File: config.mk
export PLATFORM = sky130hd
export DESIGN_NAME = match_controller
export DESIGN_NICKNAME = d
export VERILOG_FILES = /design/src/rtl/match_pkg.sv /design/src/rtl/match_controller_stun_timer.sv /design/src/rtl/match_controller.sv
export SDC_FILE = /design/constraint.sdc
export NUM_CORES = 1
export LEC_CHECK = 0
export BUFFER_PORTS_ARGS = -buffer_cell sky130_fd_sc_hd__buf_2
export CORE_MARGIN = 2
export CORE_UTILIZATION = 57
export CTS_BUF_LIST = sky130_fd_sc_hd__clkbuf_4
export CTS_CLUSTER_DIAMETER = 80
export DETAILED_ROUTE_END_ITERATION = 7
export PLACE_DENSITY = 0.83
export SETUP_SLACK_MARGIN = 0.15
export SLEW_MARGIN = 30
export SYNTH_ARGS = -nofsm -noshare
export SYNTH_HDL_FRONTEND = slang
export SYNTH_SLANG_ARGS = --single-unit
File: constraint.sdc
create_clock -name clk -period 2.2 [get_ports clk]
set_input_delay 0.11 -clock clk [delete_from_list [all_inputs] [get_ports clk]]
set_output_delay 0.11 -clock clk [all_outputs]
set_load 0.05 [all_outputs]
File: src/rtl/match_pkg.sv
// match_pkg
// Shared encodings and constants for the two-fighter match controller.
//   phase_e   : renderer-visible round phase (IDLE..GAME_OVER)
//   winner_e  : round result reported once the round ends
//   DMG_*     : health removed by a normal or directional attack
//   ROUND_*   : round-timer length, used only when MATCH_ROUND_TIMER_EN is defined
//   satSub    : health subtraction that stops at zero
package match_pkg;

   typedef enum logic [2:0] {
      PH_IDLE      = 3'd0,
      PH_COUNTDOWN = 3'd1,
      PH_FIGHT     = 3'd2,
      PH_KO        = 3'd3,
      PH_GAME_OVER = 3'd4
   } phase_e;

   typedef enum logic [1:0] {
      WIN_NONE = 2'd0,
      WIN_P1   = 2'd1,
      WIN_P2   = 2'd2,
      WIN_DRAW = 2'd3
   } winner_e;

   localparam logic [1:0] DMG_NORMAL = 2'd1;
   localparam logic [1:0] DMG_DIR    = 2'd2;

   localparam int FRAMES_PER_SEC = 60;
   localparam int ROUND_FRAMES   = 5940;
   localparam int ROUND_SECONDS  = ROUND_FRAMES / FRAMES_PER_SEC;

   // Health never wraps: a 2-damage hit on 1 health leaves 0.
   function automatic logic [1:0] satSub(input logic [1:0] health, input logic [1:0] dmg);
      return (health > dmg) ? (health - dmg) : 2'd0;
   endfunction

endpackage

File: src/rtl/match_controller_stun_timer.sv
// stun_timer
// Per-player stun generator. A hit or block load restarts the countdown
// (never extends it); a hit wins when both loads arrive together.
// Ports:
//   clk, reset        frame clock, synchronous active-high reset
//   clear_i           drop any stun immediately (round ended)
//   hit_i, block_i    load hitstun / blockstun length
//   hitstun_o         high for HIT_LEN frames after a hit load
//   blkstun_o         high for BLK_LEN frames after a block load
module stun_timer #(
   parameter int HIT_LEN = 16,
   parameter int BLK_LEN = 8
) (
   input  logic clk,
   input  logic reset,
   input  logic clear_i,
   input  logic hit_i,
   input  logic block_i,
   output logic hitstun_o,
   output logic blkstun_o
);

   localparam int CntW = $clog2(((HIT_LEN > BLK_LEN) ? HIT_LEN : BLK_LEN) + 1);
   localparam logic [CntW-1:0] HitLoad = CntW'(HIT_LEN - 1);
   localparam logic [CntW-1:0] BlkLoad = CntW'(BLK_LEN - 1);

   logic [CntW-1:0] count_q;
   logic            hitstun_q;
   logic            blkstun_q;

   // The counter holds the frames remaining after the current one, so the
   // flag stays up for the full length: it drops on the frame after the
   // counter has already reached zero.
   always_ff @(posedge clk) begin
      if (reset || clear_i) begin
         count_q   <= '0;
         hitstun_q <= 1'b0;
         blkstun_q <= 1'b0;
      end else if (hit_i) begin
         count_q   <= HitLoad;
         hitstun_q <= 1'b1;
         blkstun_q <= 1'b0;
      end else if (block_i) begin
         count_q   <= BlkLoad;
         hitstun_q <= 1'b0;
         blkstun_q <= 1'b1;
      end else if (count_q != '0) begin
         count_q <= count_q - 1'b1;
      end else begin
         hitstun_q <= 1'b0;
         blkstun_q <= 1'b0;
      end
   end

   assign hitstun_o = hitstun_q;
   assign blkstun_o = blkstun_q;

endmodule

File: src/rtl/match_controller.sv
// match_controller
// Round sequencer and hit arbiter for the two-fighter game, one step per
// 60 Hz frame. Resolves each attack at most once, applies damage or block,
// requests stun, and walks IDLE -> COUNTDOWN -> FIGHT -> KO -> GAME_OVER.
// Optional feature macro: MATCH_ROUND_TIMER_EN adds a 99 s round timer and
// the timer_sec output.
// Ports:
//   clk, reset                 frame clock, synchronous active-high reset
//   start                      start/restart button (level)
//   p1_x, p2_x                 sprite left X, P1 always left of P2
//   p*_act, p*_dir, p*_block   attack-active, directional attack, blocking
//   play_active                fighters may accept input (FIGHT only)
//   phase                      current phase_e encoding
//   p1_health, p2_health       remaining health
//   p*_hitstun, p*_blkstun     stun requests to the fighter FSMs
//   winner                     winner_e encoding
//   timer_sec                  seconds left (only with MATCH_ROUND_TIMER_EN)
module match_controller import match_pkg::*; #(
   parameter int SPRITE_W         = 64,
   parameter int REACH            = 32,
   parameter int MAX_HEALTH       = 3,
   parameter int COUNTDOWN_FRAMES = 180,
   parameter int KO_FRAMES        = 120,
   parameter int HITSTUN_FRAMES   = 16,
   parameter int BLOCKSTUN_FRAMES = 8
) (
   input  logic       clk,
   input  logic       reset,
   input  logic       start,
   input  logic [9:0] p1_x,
   input  logic [9:0] p2_x,
   input  logic       p1_act,
   input  logic       p2_act,
   input  logic       p1_dir,
   input  logic       p2_dir,
   input  logic       p1_block,
   input  logic       p2_block,
   output logic       play_active,
   output logic [2:0] phase,
   output logic [1:0] p1_health,
   output logic [1:0] p2_health,
   output logic       p1_hitstun,
   output logic       p2_hitstun,
   output logic       p1_blkstun,
   output logic       p2_blkstun,
   output logic [1:0] winner
`ifdef MATCH_ROUND_TIMER_EN
   ,
   output logic [6:0] timer_sec
`endif
);

   localparam logic [10:0] ReachSpan = 11'(SPRITE_W + REACH);
   localparam int CntW = $clog2(((COUNTDOWN_FRAMES > KO_FRAMES) ? COUNTDOWN_FRAMES : KO_FRAMES) + 1);
   localparam logic [CntW-1:0] CdLast = CntW'(COUNTDOWN_FRAMES - 1);
   localparam logic [CntW-1:0] KoLast = CntW'(KO_FRAMES - 1);
   localparam logic [1:0] FullHealth = 2'(MAX_HEALTH);

   phase_e          phase_q;
   winner_e         winner_q;
   logic [CntW-1:0] frameCnt_q;
   logic            playActive_q;
   logic [1:0]      p1Health_q;
   logic [1:0]      p2Health_q;
   logic            p1HitDone_q;
   logic            p2HitDone_q;

   logic       inFight;
   logic       inRange;
   logic       koNow;
   logic       koEnter;
   logic       p1Conn;
   logic       p2Conn;
   logic [1:0] p1Dmg;
   logic [1:0] p2Dmg;

`ifdef MATCH_ROUND_TIMER_EN
   localparam logic [6:0] TimerStart = 7'(ROUND_SECONDS);
   localparam logic [5:0] SecLast    = 6'(FRAMES_PER_SEC - 1);
   logic [6:0] timerSec_q;
   logic [5:0] secFrame_q;
   logic       timerExpire;
`endif

   // Hit geometry and the round-ending conditions. Both attackers use the
   // same gap test because P1 is always on the left; widening to 11 bits
   // keeps the right edge from wrapping near the screen edge. A round that
   // is ending this frame resolves no further connects.
   always_comb begin
      inFight = (phase_q == PH_FIGHT);
      inRange = (({1'b0, p1_x} + ReachSpan) >= {1'b0, p2_x});
      koNow   = inFight && ((p1Health_q == 2'd0) || (p2Health_q == 2'd0));
`ifdef MATCH_ROUND_TIMER_EN
      timerExpire = inFight && (timerSec_q == 7'd0);
      koEnter     = koNow || timerExpire;
`else
      koEnter     = koNow;
`endif
      p1Conn = inFight && !koEnter && p1_act && !p1HitDone_q && inRange;
      p2Conn = inFight && !koEnter && p2_act && !p2HitDone_q && inRange;
      p1Dmg  = p1_dir ? DMG_DIR : DMG_NORMAL;
      p2Dmg  = p2_dir ? DMG_DIR : DMG_NORMAL;
   end

   // Phase sequencing, health bookkeeping and the one-hit-per-attack
   // latches. KO is taken from the registered healths, so the phase moves
   // one frame after the killing blow shows up on the health outputs.
   always_ff @(posedge clk) begin
      if (reset) begin
         phase_q      <= PH_IDLE;
         winner_q     <= WIN_NONE;
         frameCnt_q   <= '0;
         playActive_q <= 1'b0;
         p1Health_q   <= FullHealth;
         p2Health_q   <= FullHealth;
         p1HitDone_q  <= 1'b0;
         p2HitDone_q  <= 1'b0;
`ifdef MATCH_ROUND_TIMER_EN
         timerSec_q   <= TimerStart;
         secFrame_q   <= '0;
`endif
      end else begin
         if (!p1_act)     p1HitDone_q <= 1'b0;
         else if (p1Conn) p1HitDone_q <= 1'b1;
         if (!p2_act)     p2HitDone_q <= 1'b0;
         else if (p2Conn) p2HitDone_q <= 1'b1;

         case (phase_q)
            PH_IDLE, PH_GAME_OVER: begin
               if (start) begin
                  phase_q    <= PH_COUNTDOWN;
                  frameCnt_q <= '0;
                  p1Health_q <= FullHealth;
                  p2Health_q <= FullHealth;
                  winner_q   <= WIN_NONE;
`ifdef MATCH_ROUND_TIMER_EN
                  timerSec_q <= TimerStart;
                  secFrame_q <= '0;
`endif
               end
            end
            PH_COUNTDOWN: begin
               if (frameCnt_q == CdLast) begin
                  phase_q      <= PH_FIGHT;
                  playActive_q <= 1'b1;
                  frameCnt_q   <= '0;
               end else begin
                  frameCnt_q <= frameCnt_q + 1'b1;
               end
            end
            PH_FIGHT: begin
               if (koNow) begin
                  phase_q      <= PH_KO;
                  playActive_q <= 1'b0;
                  frameCnt_q   <= '0;
                  if ((p1Health_q == 2'd0) && (p2Health_q == 2'd0)) winner_q <= WIN_DRAW;
                  else if (p1Health_q == 2'd0)                      winner_q <= WIN_P2;
                  else                                              winner_q <= WIN_P1;
               end
`ifdef MATCH_ROUND_TIMER_EN
               else if (timerExpire) begin
                  phase_q      <= PH_KO;
                  playActive_q <= 1'b0;
                  frameCnt_q   <= '0;
                  if (p1Health_q > p2Health_q)      winner_q <= WIN_P1;
                  else if (p2Health_q > p1Health_q) winner_q <= WIN_P2;
                  else                              winner_q <= WIN_DRAW;
               end
`endif
               else begin
                  if (p1Conn && !p2_block) p2Health_q <= satSub(p2Health_q, p1Dmg);
                  if (p2Conn && !p1_block) p1Health_q <= satSub(p1Health_q, p2Dmg);
`ifdef MATCH_ROUND_TIMER_EN
                  if (secFrame_q == SecLast) begin
                     secFrame_q <= '0;
                     timerSec_q <= timerSec_q - 1'b1;
                  end else begin
                     secFrame_q <= secFrame_q + 1'b1;
                  end
`endif
               end
            end
            PH_KO: begin
               if (frameCnt_q == KoLast) begin
                  phase_q    <= PH_GAME_OVER;
                  frameCnt_q <= '0;
               end else begin
                  frameCnt_q <= frameCnt_q + 1'b1;
               end
            end
            default: phase_q <= PH_IDLE;
         endcase
      end
   end

   // Each defender's stun follows the opponent's connect; blocking turns
   // the hit into blockstun. Both timers drop immediately when the round ends.
   stun_timer #(
      .HIT_LEN (HITSTUN_FRAMES),
      .BLK_LEN (BLOCKSTUN_FRAMES)
   ) u_p1Stun (
      .clk       (clk),
      .reset     (reset),
      .clear_i   (koEnter),
      .hit_i     (p2Conn && !p1_block),
      .block_i   (p2Conn && p1_block),
      .hitstun_o (p1_hitstun),
      .blkstun_o (p1_blkstun)
   );

   stun_timer #(
      .HIT_LEN (HITSTUN_FRAMES),
      .BLK_LEN (BLOCKSTUN_FRAMES)
   ) u_p2Stun (
      .clk       (clk),
      .reset     (reset),
      .clear_i   (koEnter),
      .hit_i     (p1Conn && !p2_block),
      .block_i   (p1Conn && p2_block),
      .hitstun_o (p2_hitstun),
      .blkstun_o (p2_blkstun)
   );

   assign play_active = playActive_q;
   assign phase       = phase_q;
   assign p1_health   = p1Health_q;
   assign p2_health   = p2Health_q;
   assign winner      = winner_q;
`ifdef MATCH_ROUND_TIMER_EN
   assign timer_sec   = timerSec_q;
`endif

endmodule

==> impl_metrics.toml, run 1 <==
[worst_setup_path]
worst_setup_path_start_kind = "flip-flop"
crit_arrival_ps = 2180
slowest_delay_ps = 420
crit_path_top_delay_cell = "sky130_fd_sc_hd__dfxtp_1"
kind_of_end_point_of_the_critical_path = "flip-flop"
worst-endpoint-required_ps = 2470
cp_max_fo = 9
timing.critical_path.cells = "nor3b_4 > nand2b_4 > or3_4 > o32ai_4 > and2b_4 > mux2i_1"
setup.worst_path.class = "reg -> reg"

[global_route]
vias_in_the_first_global_route = 1758
grt_start_max_net_pins = 22
grt-ovfl-total = 0
gr-usage-all-layers = 0.2316
grt_pass1_wl_um = 7514
initial_antenna_violation_count = 0

[synth]
synth.cell_area_um2 = 2076
post-synth-top-count-cell = "sky130_fd_sc_hd__dfxtp_1"
synth.top_cells.by_count = "34 x sky130_fd_sc_hd__dfxtp_1, 31 x sky130_fd_sc_hd__nor2_1, 28 x sky130_fd_sc_hd__inv_1"
syn_avg_cell_area_um2 = 8.336
synth_edf_count = 0
yosys_most_used_dff = "sky130_fd_sc_hd__dfxtp_1"
syn-num-nets = 298
synth-async-reset-ratio = 0
post_synthesis_register_bit_count = 34
synthesis.yosys.warnings = 0
netlist-cell-type-count = 47
biggest_area_contributors_in_the_synthesized_netlist = "sky130_fd_sc_hd__dfxtp_1 33%, sky130_fd_sc_hd__ha_1 11%, sky130_fd_sc_hd__nor2_1 5.6%"
sequential_fraction_of_the_synthesis_area = 0.3279
netlist_instances = 249
post-synth-top-area-fraction = 0.3279
yosys.area.top_type = "sky130_fd_sc_hd__dfxtp_1"

[finish]
num_antenna_cells = 0
final_core_utilization = 0.7029
finish.instance_area_um2 = 2401
instances_no_fill = 342
areaGrowthSynthToFinish_pct = 15.67
register_area_um2 = 686.9
fillerInstances = 292
fraction_of_layout_cells_with_a_size_suffix_above_1 = 0.2399
fin_nets = 345
multi_input_area_um2 = 1279

[timing]
timing.max_slew.rel_slack = 0.5688
final_max_slew_viol_count = 0
rsz0062_at_grt = "no"
final.setup.tns_ps = 0
layout_min_cycle_time_ps = 1908
final_min_period_over_clock_period = 0.8672
worst-slew-pin-transition_ps = 646.8
clock-skew-final_ps = 6.544
clock.fmax_mhz = 524.1
final-hold-violation-count = 0
final_setup_fails = 0

[pwr]
p_leak_nw = 1.097
irDropWorstVdd_uv = 466.9
total_power_mw = 1.648
pwr_density_cell_nw_per_um2 = 686.4

[cts]
clk_root_buffer_cell = "sky130_fd_sc_hd__clkbuf_4"
clk_pin_slew_ps = 100
tritoncts = "yes"
numClockSinks = 34
worstSkewPairLatency_ps = 340
max_root_sink_buffers = 2
h-tree-depth = 2
tritoncts.num_buffers = 5

[detailed_routing]
via_density = 5.523
detail_route.wl_per_cell_um = 12.18
drt_first_iter_violations = 101
route.antenna.remaining_nets = 0
drt-pass1-iter-count = 4
routed-via-count = 1889
drt_wl_total_um = 4166
remaining_drc_errors = 0

[placed_design]
gp_routability_congestion = 0.8442
dp_hpwl_um = 3235
port-buffer-count = 42
placedCellCount = 333
placement.cell_area_um2 = 2335

[floorplanning]
fp.dieW_um = 64.35
placement_rows = 21
die_y_um = 64.35
die_footprint_um2 = 4140
coreArea_um2 = 3416
ports = 43
initial_utilization = 0.6077

[job]
max_cap_violations = 0

[hold_path]
worstHoldPathType = "in -> reg"

[status]
outcome = "completed"
-- layout by cell type, fill, tap and decap left out, types with 3 or more instances in the layout --
master | Yosys | routed
sky130_fd_sc_hd__nor3b_1 | 3 | 3
sky130_fd_sc_hd__o21ai_0 | 12 | 12
sky130_fd_sc_hd__a21oi_1 | 22 | 22
sky130_fd_sc_hd__a22oi_1 | 4 | 4
sky130_fd_sc_hd__nor2_1 | 31 | 31
sky130_fd_sc_hd__buf_2 | 0 | 42
sky130_fd_sc_hd__dfxtp_1 | 34 | 29
sky130_fd_sc_hd__nor2b_1 | 6 | 6
sky130_fd_sc_hd__and3_1 | 3 | 3
sky130_fd_sc_hd__nand2b_1 | 5 | 5
sky130_fd_sc_hd__inv_1 | 28 | 28
sky130_fd_sc_hd__nand3_1 | 10 | 10
sky130_fd_sc_hd__nand2_1 | 10 | 10
sky130_fd_sc_hd__nor3_1 | 3 | 3
sky130_fd_sc_hd__a31oi_1 | 4 | 4
sky130_fd_sc_hd__clkbuf_4 | 0 | 5
sky130_fd_sc_hd__mux2i_1 | 5 | 5
sky130_fd_sc_hd__ha_1 | 18 | 18
sky130_fd_sc_hd__dfxtp_2 | 0 | 5
sky130_fd_sc_hd__o22ai_1 | 4 | 4
sky130_fd_sc_hd__xnor2_1 | 5 | 5
-- routing by layer --
| metal | GRT usage | vias to the layer above | part of all wire |
|---|---|---|---|
| met2 | 0.3854 | 47 | 0.48 |
| met1 | 0.2857 | 876 | 0.45 |
| met4 | 0.07979 | 0 | 0.015 |
| met5 | 0 | - | 0 |
| met3 | 0.06690 | 6 | 0.051 |
| li1 | - | 960 | - |
-- cell families after synthesis --
| group | after synthesis | share of synthesized area |
|---|---|---|
| xor gates and xnor gates | 7 | 0.02954 |
| adders and majority gates | 20 | 0.1278 |
| muxes | 7 | 0.03496 |
| buffers and inverters | 32 | 0.05786 |
| and+or+nand+nor | 91 | 0.2447 |
| AOI/OAI and AO/OA | 58 | 0.1772 |
| DFF | 34 | 0.3279 |
-- path summary, 6_finish.rpt --
check | endpoint | cells after the start | start | slack, ps
worst max-delay path | p1_health[1] | 6 | phase[2] | 290
worst min-delay path | p1HitDone_q | 2 | p1_act | 20
worst min register to register | u_p2Stun.count_q[4] | 2 | u_p2Stun.count_q[4] | 460
worst max register to register | p1_health[1] | 6 | phase[2] | 290
-- metrics by stage --
| stage | worst slack [ps] | hold WS [ps] |
|---|---|---|
| after global routing | 155.0 | 9.174 |
| after global placement | 124.7 | 374.3 |
| after detailed placement | 48.07 | 382.2 |
| final | 292.1 | 22.54 |
| after CTS | 238.5 | 16.14 |
| after floorplan | 223.7 | 253.3 |
-- sequential cells by signal, summed over array words and instances (netlist names) --
signal              count
phase                   3
p2HitDone_q             1
p1_health               2
u_p1Stun.count_q        5
play_active             1
u_p2Stun.count_q        5
u_p1Stun.blkstun_o      1
winner                  2
u_p2Stun.blkstun_o      1
u_p1Stun.hitstun_o      1
p1HitDone_q             1
frameCnt_q              8
u_p2Stun.hitstun_o      1
p2_health               2
-- final cells by class --
| type | instances | share of cell area |
|---|---|---|
| flip-flops and latches | 34 | 0.2861 |
| multi-input cells | 183 | 0.5326 |
| clock buffers | 5 | 0.01563 |
| clock inverters | 2 | 0.004169 |
| well taps | 46 | 0.02397 |
| inverters | 28 | 0.04377 |
| repair buffers | 44 | 0.09380 |
-- worst max-delay path: cells and delay by family (launching register included) --
kind | cells | cell delay [ps]
simple gates | 4 | 1080
compound gates | 1 | 170
flops | 1 | 420
mux | 1 | 170
-- where the power goes --
group,internal [mW],leakage (nW),switching (mW)
registers,0.691,0.275,0.0560
clock network,0.115,0.0308,0.207
logic,0.282,0.791,0.297
-- repair_timing --
item,CTS,global route
buffers inserted,0,2
hold buffers,0,0
gates resized for setup,0,1
endpoints found under the setup margin,0,7
(Power assumes the default switching activity.)
==> run 2: changes to the inputs <==
PLACE_DENSITY = 0.8   (was 0.83)
==> run 2 against run 1 <==
First-iteration DRC count down 31%; via count shrank 2.3%; register-to-register slack barely moved; global-route usage fell by 0.80 points; wire length fell by 1.2%; sequential power is essentially flat; combinational power up 0.9%; die area stayed put; clock power decreased by 1%; count of clock-buffer cells in the layout unchanged.
==> impl_metrics.toml, run 2 (synthesis results as in run 1) <==
[detailed_routing]
route.antenna.remaining_nets = 0
top_signal_layer_used = "met4"
met1Wirelength_um = 2018
met2_wirelength_um = 1888
drt_wl_total_um = 4115
met3RoutedLength_um = 165
drt_first_iter_violations = 70
detail_route.wl_per_cell_um = 11.93
remaining_drc_errors = 0
routed-via-count = 1846
drt-pass1-iter-count = 4
via_density = 5.351

[finish]
areaGrowthSynthToFinish_pct = 16.76
instances_no_fill = 345
largestRegisters = "frameCnt_q x8, u_p1Stun.count_q x5, u_p2Stun.count_q x5"
finish.instance_area_um2 = 2424
final_core_utilization = 0.7095
fin_nets = 348
mostFrequentLayoutCells = "42 x sky130_fd_sc_hd__buf_2, 31 x sky130_fd_sc_hd__nor2_1, 29 x sky130_fd_sc_hd__dfxtp_1, 28 x sky130_fd_sc_hd__inv_1, 22 x sky130_fd_sc_hd__a21oi_1"
largest_register = "frameCnt_q"
fraction_of_layout_cells_with_a_size_suffix_above_1 = 0.2475
layout.cells.most_common = "sky130_fd_sc_hd__buf_2"
fillerInstances = 324
largest_register_ffs = 8
num_antenna_cells = 0

[placed_design]
port-buffer-count = 42
placedCellCount = 336
dp_hpwl_um = 3189
placement.cell_area_um2 = 2357
gp_routability_congestion = 0.7841

[hold_path]
worstHoldPathCells = 3
worstHoldPathType = "in -> reg"

[global_route]
gr-usage-all-layers = 0.2236
grt_start_max_net_pins = 22
grt_pass1_wl_um = 7355
vias_in_the_first_global_route = 1737
grt-ovfl-total = 0
initial_antenna_violation_count = 0

[cts]
max_root_sink_buffers = 2
h-tree-depth = 2
cts_hold_repair.buffers = 0
worstSkewPairLatency_ps = 340
tritoncts = "yes"
clk_root_buffer_cell = "sky130_fd_sc_hd__clkbuf_4"
clk_pin_slew_ps = 100
tritoncts.num_buffers = 5
numClockSinks = 34

[pwr]
pwr_density_cell_nw_per_um2 = 680.1
p_leak_nw = 1.112
irDropWorstVdd_uv = 371.5

[worst_setup_path]
worst-r2r-cell-count = 6
worst_setup_path_start_kind = "flip-flop"
crit_arrival_ps = 2170
setup.worst_path.class = "reg -> reg"
kind_of_end_point_of_the_critical_path = "flip-flop"
cp_max_fo = 9
worst-endpoint-required_ps = 2460

[timing]
rsz0062_at_grt = "no"
final_max_slew_viol_count = 0
worst-slew-pin-transition_ps = 567.0
final-hold-violation-count = 0
timing.max_slew.rel_slack = 0.6220
layout_min_cycle_time_ps = 1905
final.setup.tns_ps = 0
final_min_period_over_clock_period = 0.8659
clock.fmax_mhz = 524.9
final_setup_fails = 0
clock-skew-final_ps = 9.155

[floorplanning]
fp.dieW_um = 64.35
placement_rows = 21
die_footprint_um2 = 4140
die_y_um = 64.35
ports = 43
coreArea_um2 = 3416
initial_utilization = 0.6077

[job]
max_cap_violations = 0

[status]
outcome = "completed"
[run 2: changes by cell type in the layout (fill, tap and decap cells not counted)]
| cell | delta |
|---|---|
| sky130_fd_sc_hd__buf_4 | +3 |
[run 2: layer usage]
metal  track usage  vias to the layer above
li1              -                      965
met1        0.2930                      841
met2        0.3620                       34
met3       0.06338                        6
met4       0.05851                        0
met5             0                        -
[run 2: critical path, stage by stage, from the launching register on]
cell                       delay (ps)
sky130_fd_sc_hd__dfxtp_1          420
sky130_fd_sc_hd__nor3b_4          310
sky130_fd_sc_hd__nand2b_4         110
sky130_fd_sc_hd__or3_4            390
sky130_fd_sc_hd__o32ai_4          170
sky130_fd_sc_hd__and2b_4          250
sky130_fd_sc_hd__mux2i_1          180
[run 2: final timing paths]
kind                                            end  slack, ps                 from
worst max-delay path                   p1_health[1]        290             phase[2]
worst min-delay path             u_p1Stun.blkstun_o         30             p1_block
worst max register to register         p1_health[1]        290             phase[2]
worst min register to register  u_p2Stun.count_q[4]        460  u_p2Stun.count_q[4]
[run 2: report_power, final]
group | switching, mW | internal, mW
Combinational | 0.300 | 0.284
Clock | 0.204 | 0.115
Sequential | 0.0543 | 0.691
Total | 0.558 | 1.09
[run 2: area by class of cell]
class | instances | area (um^2) | share of cell area
multi-input combinational | 183 | 1279 | 0.5276
inverter | 28 | 105.1 | 0.04337
tap | 46 | 57.56 | 0.02375
clock inverter | 2 | 10.01 | 0.004130
sequential | 34 | 686.9 | 0.2834
timing repair buffer | 47 | 247.7 | 0.1022
clock buffer | 5 | 37.54 | 0.01549
[run 2: what timing repair did]
item,CTS,global route
gates resized for setup,0,1
endpoints found under the hold margin,0,0
setup buffers,0,2
setup endpoints to repair,0,4
[run 2: per-stage QoR]
step	power (mW)	setup WS (ps)	hold WS (ps)
after global placement	1.328	111.4	364.6
after floorplan	1.231	223.7	253.3
final	1.648	295.0	25.26
after global routing	1.786	211.3	12.84
after detailed placement	1.347	40.93	368.6
after CTS	1.665	253.9	5.188
==> run 3: changes to the inputs <==
BUFFER_PORTS_ARGS = unset   (was -buffer_cell sky130_fd_sc_hd__buf_2)
CORE_UTILIZATION = 65   (was 57)
DONT_BUFFER_PORTS = 1   (was unset)
PLACE_DENSITY = 0.78   (was 0.8)
==> run 3 against run 2 <==
Wire length is 2.7% lower; sequential share of layout area is 1.5 points higher; setup slack better by 130 ps; non-clock buffer count is 32 lower; highest routed layer unchanged.
==> impl_metrics.toml, run 3 (synthesis results as in run 1) <==
[global_route]
grt_start_max_net_pins = 19
grt-ovfl-total = 0
vias_in_the_first_global_route = 1542
grt_pass1_wl_um = 6410
gr-usage-all-layers = 0.2342
initial_antenna_violation_count = 0

[detailed_routing]
routed-via-count = 1762
via_density = 5.647
detail_route.wl_per_cell_um = 12.83
drt-pass1-iter-count = 4
route.antenna.remaining_nets = 0
drt_first_iter_violations = 101
drt_wl_total_um = 4002
remaining_drc_errors = 0

[finish]
fillerInstances = 262
largest_register_ffs = 8
register_area_um2 = 686.9
fraction_of_layout_cells_with_a_size_suffix_above_1 = 0.1343
layout.cells.most_common = "sky130_fd_sc_hd__nor2_1"
num_antenna_cells = 0
largestRegisters = "frameCnt_q x8, u_p1Stun.count_q x5, u_p2Stun.count_q x5"
areaGrowthSynthToFinish_pct = 10.85
largest_register = "frameCnt_q"
multi_input_area_um2 = 1275
final_core_utilization = 0.7537
mostFrequentLayoutCells = "31 x sky130_fd_sc_hd__nor2_1, 29 x sky130_fd_sc_hd__dfxtp_1, 28 x sky130_fd_sc_hd__inv_1, 22 x sky130_fd_sc_hd__a21oi_1, 18 x sky130_fd_sc_hd__ha_1"
fin_nets = 316

[timing]
final_critical_path_setup_slack_ps = 427.7
hold-worst-slack_ps = 12.52
final.setup.tns_ps = 0
worst-slew-pin-transition_ps = 712.1
final_max_slew_viol_count = 0
layout_min_cycle_time_ps = 1772
clock.fmax_mhz = 564.2
final_setup_fails = 0
final-hold-violation-count = 0
timing.max_slew.rel_slack = 0.5253
final_min_period_over_clock_period = 0.8056
rsz0062_at_grt = "no"
clock-skew-final_ps = 2.841

[cts]
h-tree-depth = 2
max_root_sink_buffers = 2
postCtsResizedCells = 0
worstSkewPairLatency_ps = 330
cts_hold_repair.buffers = 5
tritoncts.num_buffers = 5
clk_root_buffer_cell = "sky130_fd_sc_hd__clkbuf_4"
numClockSinks = 34
cts_setup_buffers = 0
clk_pin_slew_ps = 100
tritoncts = "yes"

[worst_setup_path]
setup.worst_path.class = "reg -> reg"
r2r_end = "p1_health[1]"
r2r_start = "phase[0]"
worst-endpoint-required_ps = 2470
cp_max_fo = 5
kind_of_end_point_of_the_critical_path = "flip-flop"
crit_arrival_ps = 2040
worst_setup_path_start_kind = "flip-flop"
worst-r2r-cell-count = 6
r2r_slack_ps = 430

[job]
max_cap_violations = 0

[floorplanning]
fp.dieW_um = 60.51
coreArea_um2 = 3053
placement_rows = 20
initial_utilization = 0.6799
ports = 43
die_y_um = 60.51
die_footprint_um2 = 3661

[pwr]
seq_power_share = 0.449
irDropWorstVdd_uv = 396.6
power_frac_clock = 0.205
power.share.switching = 0.3363
pwr_density_cell_nw_per_um2 = 719.9
combinationalPowerShare = 0.347
internal-power_mw = 1.099
total_switching_power_mw = 0.5570
p_leak_nw = 0.9817

[placed_design]
gp_routability_congestion = 0.7663
dp_hpwl_um = 2928
dp_worst_setup_slack_ps = 152.8
port-buffer-count = 0

[hold_path]
worstHoldPathType = "in -> reg"
worst_hold_path.endpoint = "phase[2]"
worst_hold_startpoint = "start"
worstHoldPathCells = 3

[status]
outcome = "completed"
run 3: cell count changes in the layout (fill, tap and decap cells not counted), sizes merged:
| cell | before | now |
|---|---|---|
| buf | 47 | 10 |
| clkbuf | 5 | 6 |
| dlygate4sd3 | 0 | 5 |
run 3: worst max path at each step:
stage | depth (start not counted) | slack (ps) | to | start
2_1_floorplan | 6 | 220 | p1_health[1] | phase[0]
5_1_grt | 6 | 300 | p1_health[1] | phase[0]
3_5_place_dp | 9 | 150 | p2_health[1] | p1_x[5]
4_1_cts | 6 | 420 | p1_health[1] | phase[0]
3_3_place_gp | 9 | 200 | p2_health[1] | p1_x[5]
6_report | 6 | 430 | p1_health[1] | phase[0]
run 3: per-stage QoR:
stage | cells | cell area [um^2] | total power [mW]
2_1_floorplan | 249 | 2082 | 1.231
3_3_place_gp | 299 | 2197 | 1.299
3_5_place_dp | 299 | 2197 | 1.315
4_1_cts | 312 | 2301 | 1.668
5_1_grt | 312 | 2301 | 1.786
6_report | 312 | 2301 | 1.656
run 3: power groups by stage:
stage / combinational, mW / clock (mW) / sequential (mW)
global placement: 0.542 / 0 / 0.757
finish: 0.574 / 0.339 / 0.744
detailed placement: 0.556 / 0 / 0.759
floorplan: 0.476 / 0 / 0.754
global route: 0.654 / 0.376 / 0.756
CTS: 0.576 / 0.348 / 0.744
run 3: layout make-up:
cell class / count / share of cell area
clock buffer: 6 / 0.01958
clock inverter: 2 / 0.003806
inverter: 28 / 0.04568
multi-input combinational: 183 / 0.5541
sequential: 34 / 0.2985
tap: 44 / 0.02393
timing repair buffer: 15 / 0.05438
run 3: worst max-delay path, stage by stage, from the launching register on:
cell and delay [ps]:
sky130_fd_sc_hd__dfxtp_1 380, sky130_fd_sc_hd__nor3b_4 270, sky130_fd_sc_hd__nand2b_4 100, sky130_fd_sc_hd__or3_4 380
sky130_fd_sc_hd__o32ai_4 160, sky130_fd_sc_hd__and2b_4 240, sky130_fd_sc_hd__mux2i_1 170
run 3: layer usage:
metal  global-route usage  routed length, um  up-vias
met5                    0                  0        -
met4              0.06832                 22        0
met3              0.07463                226        2
met2               0.3851               1848       41
met1               0.2971               1903      809
li1                     -                  -      910
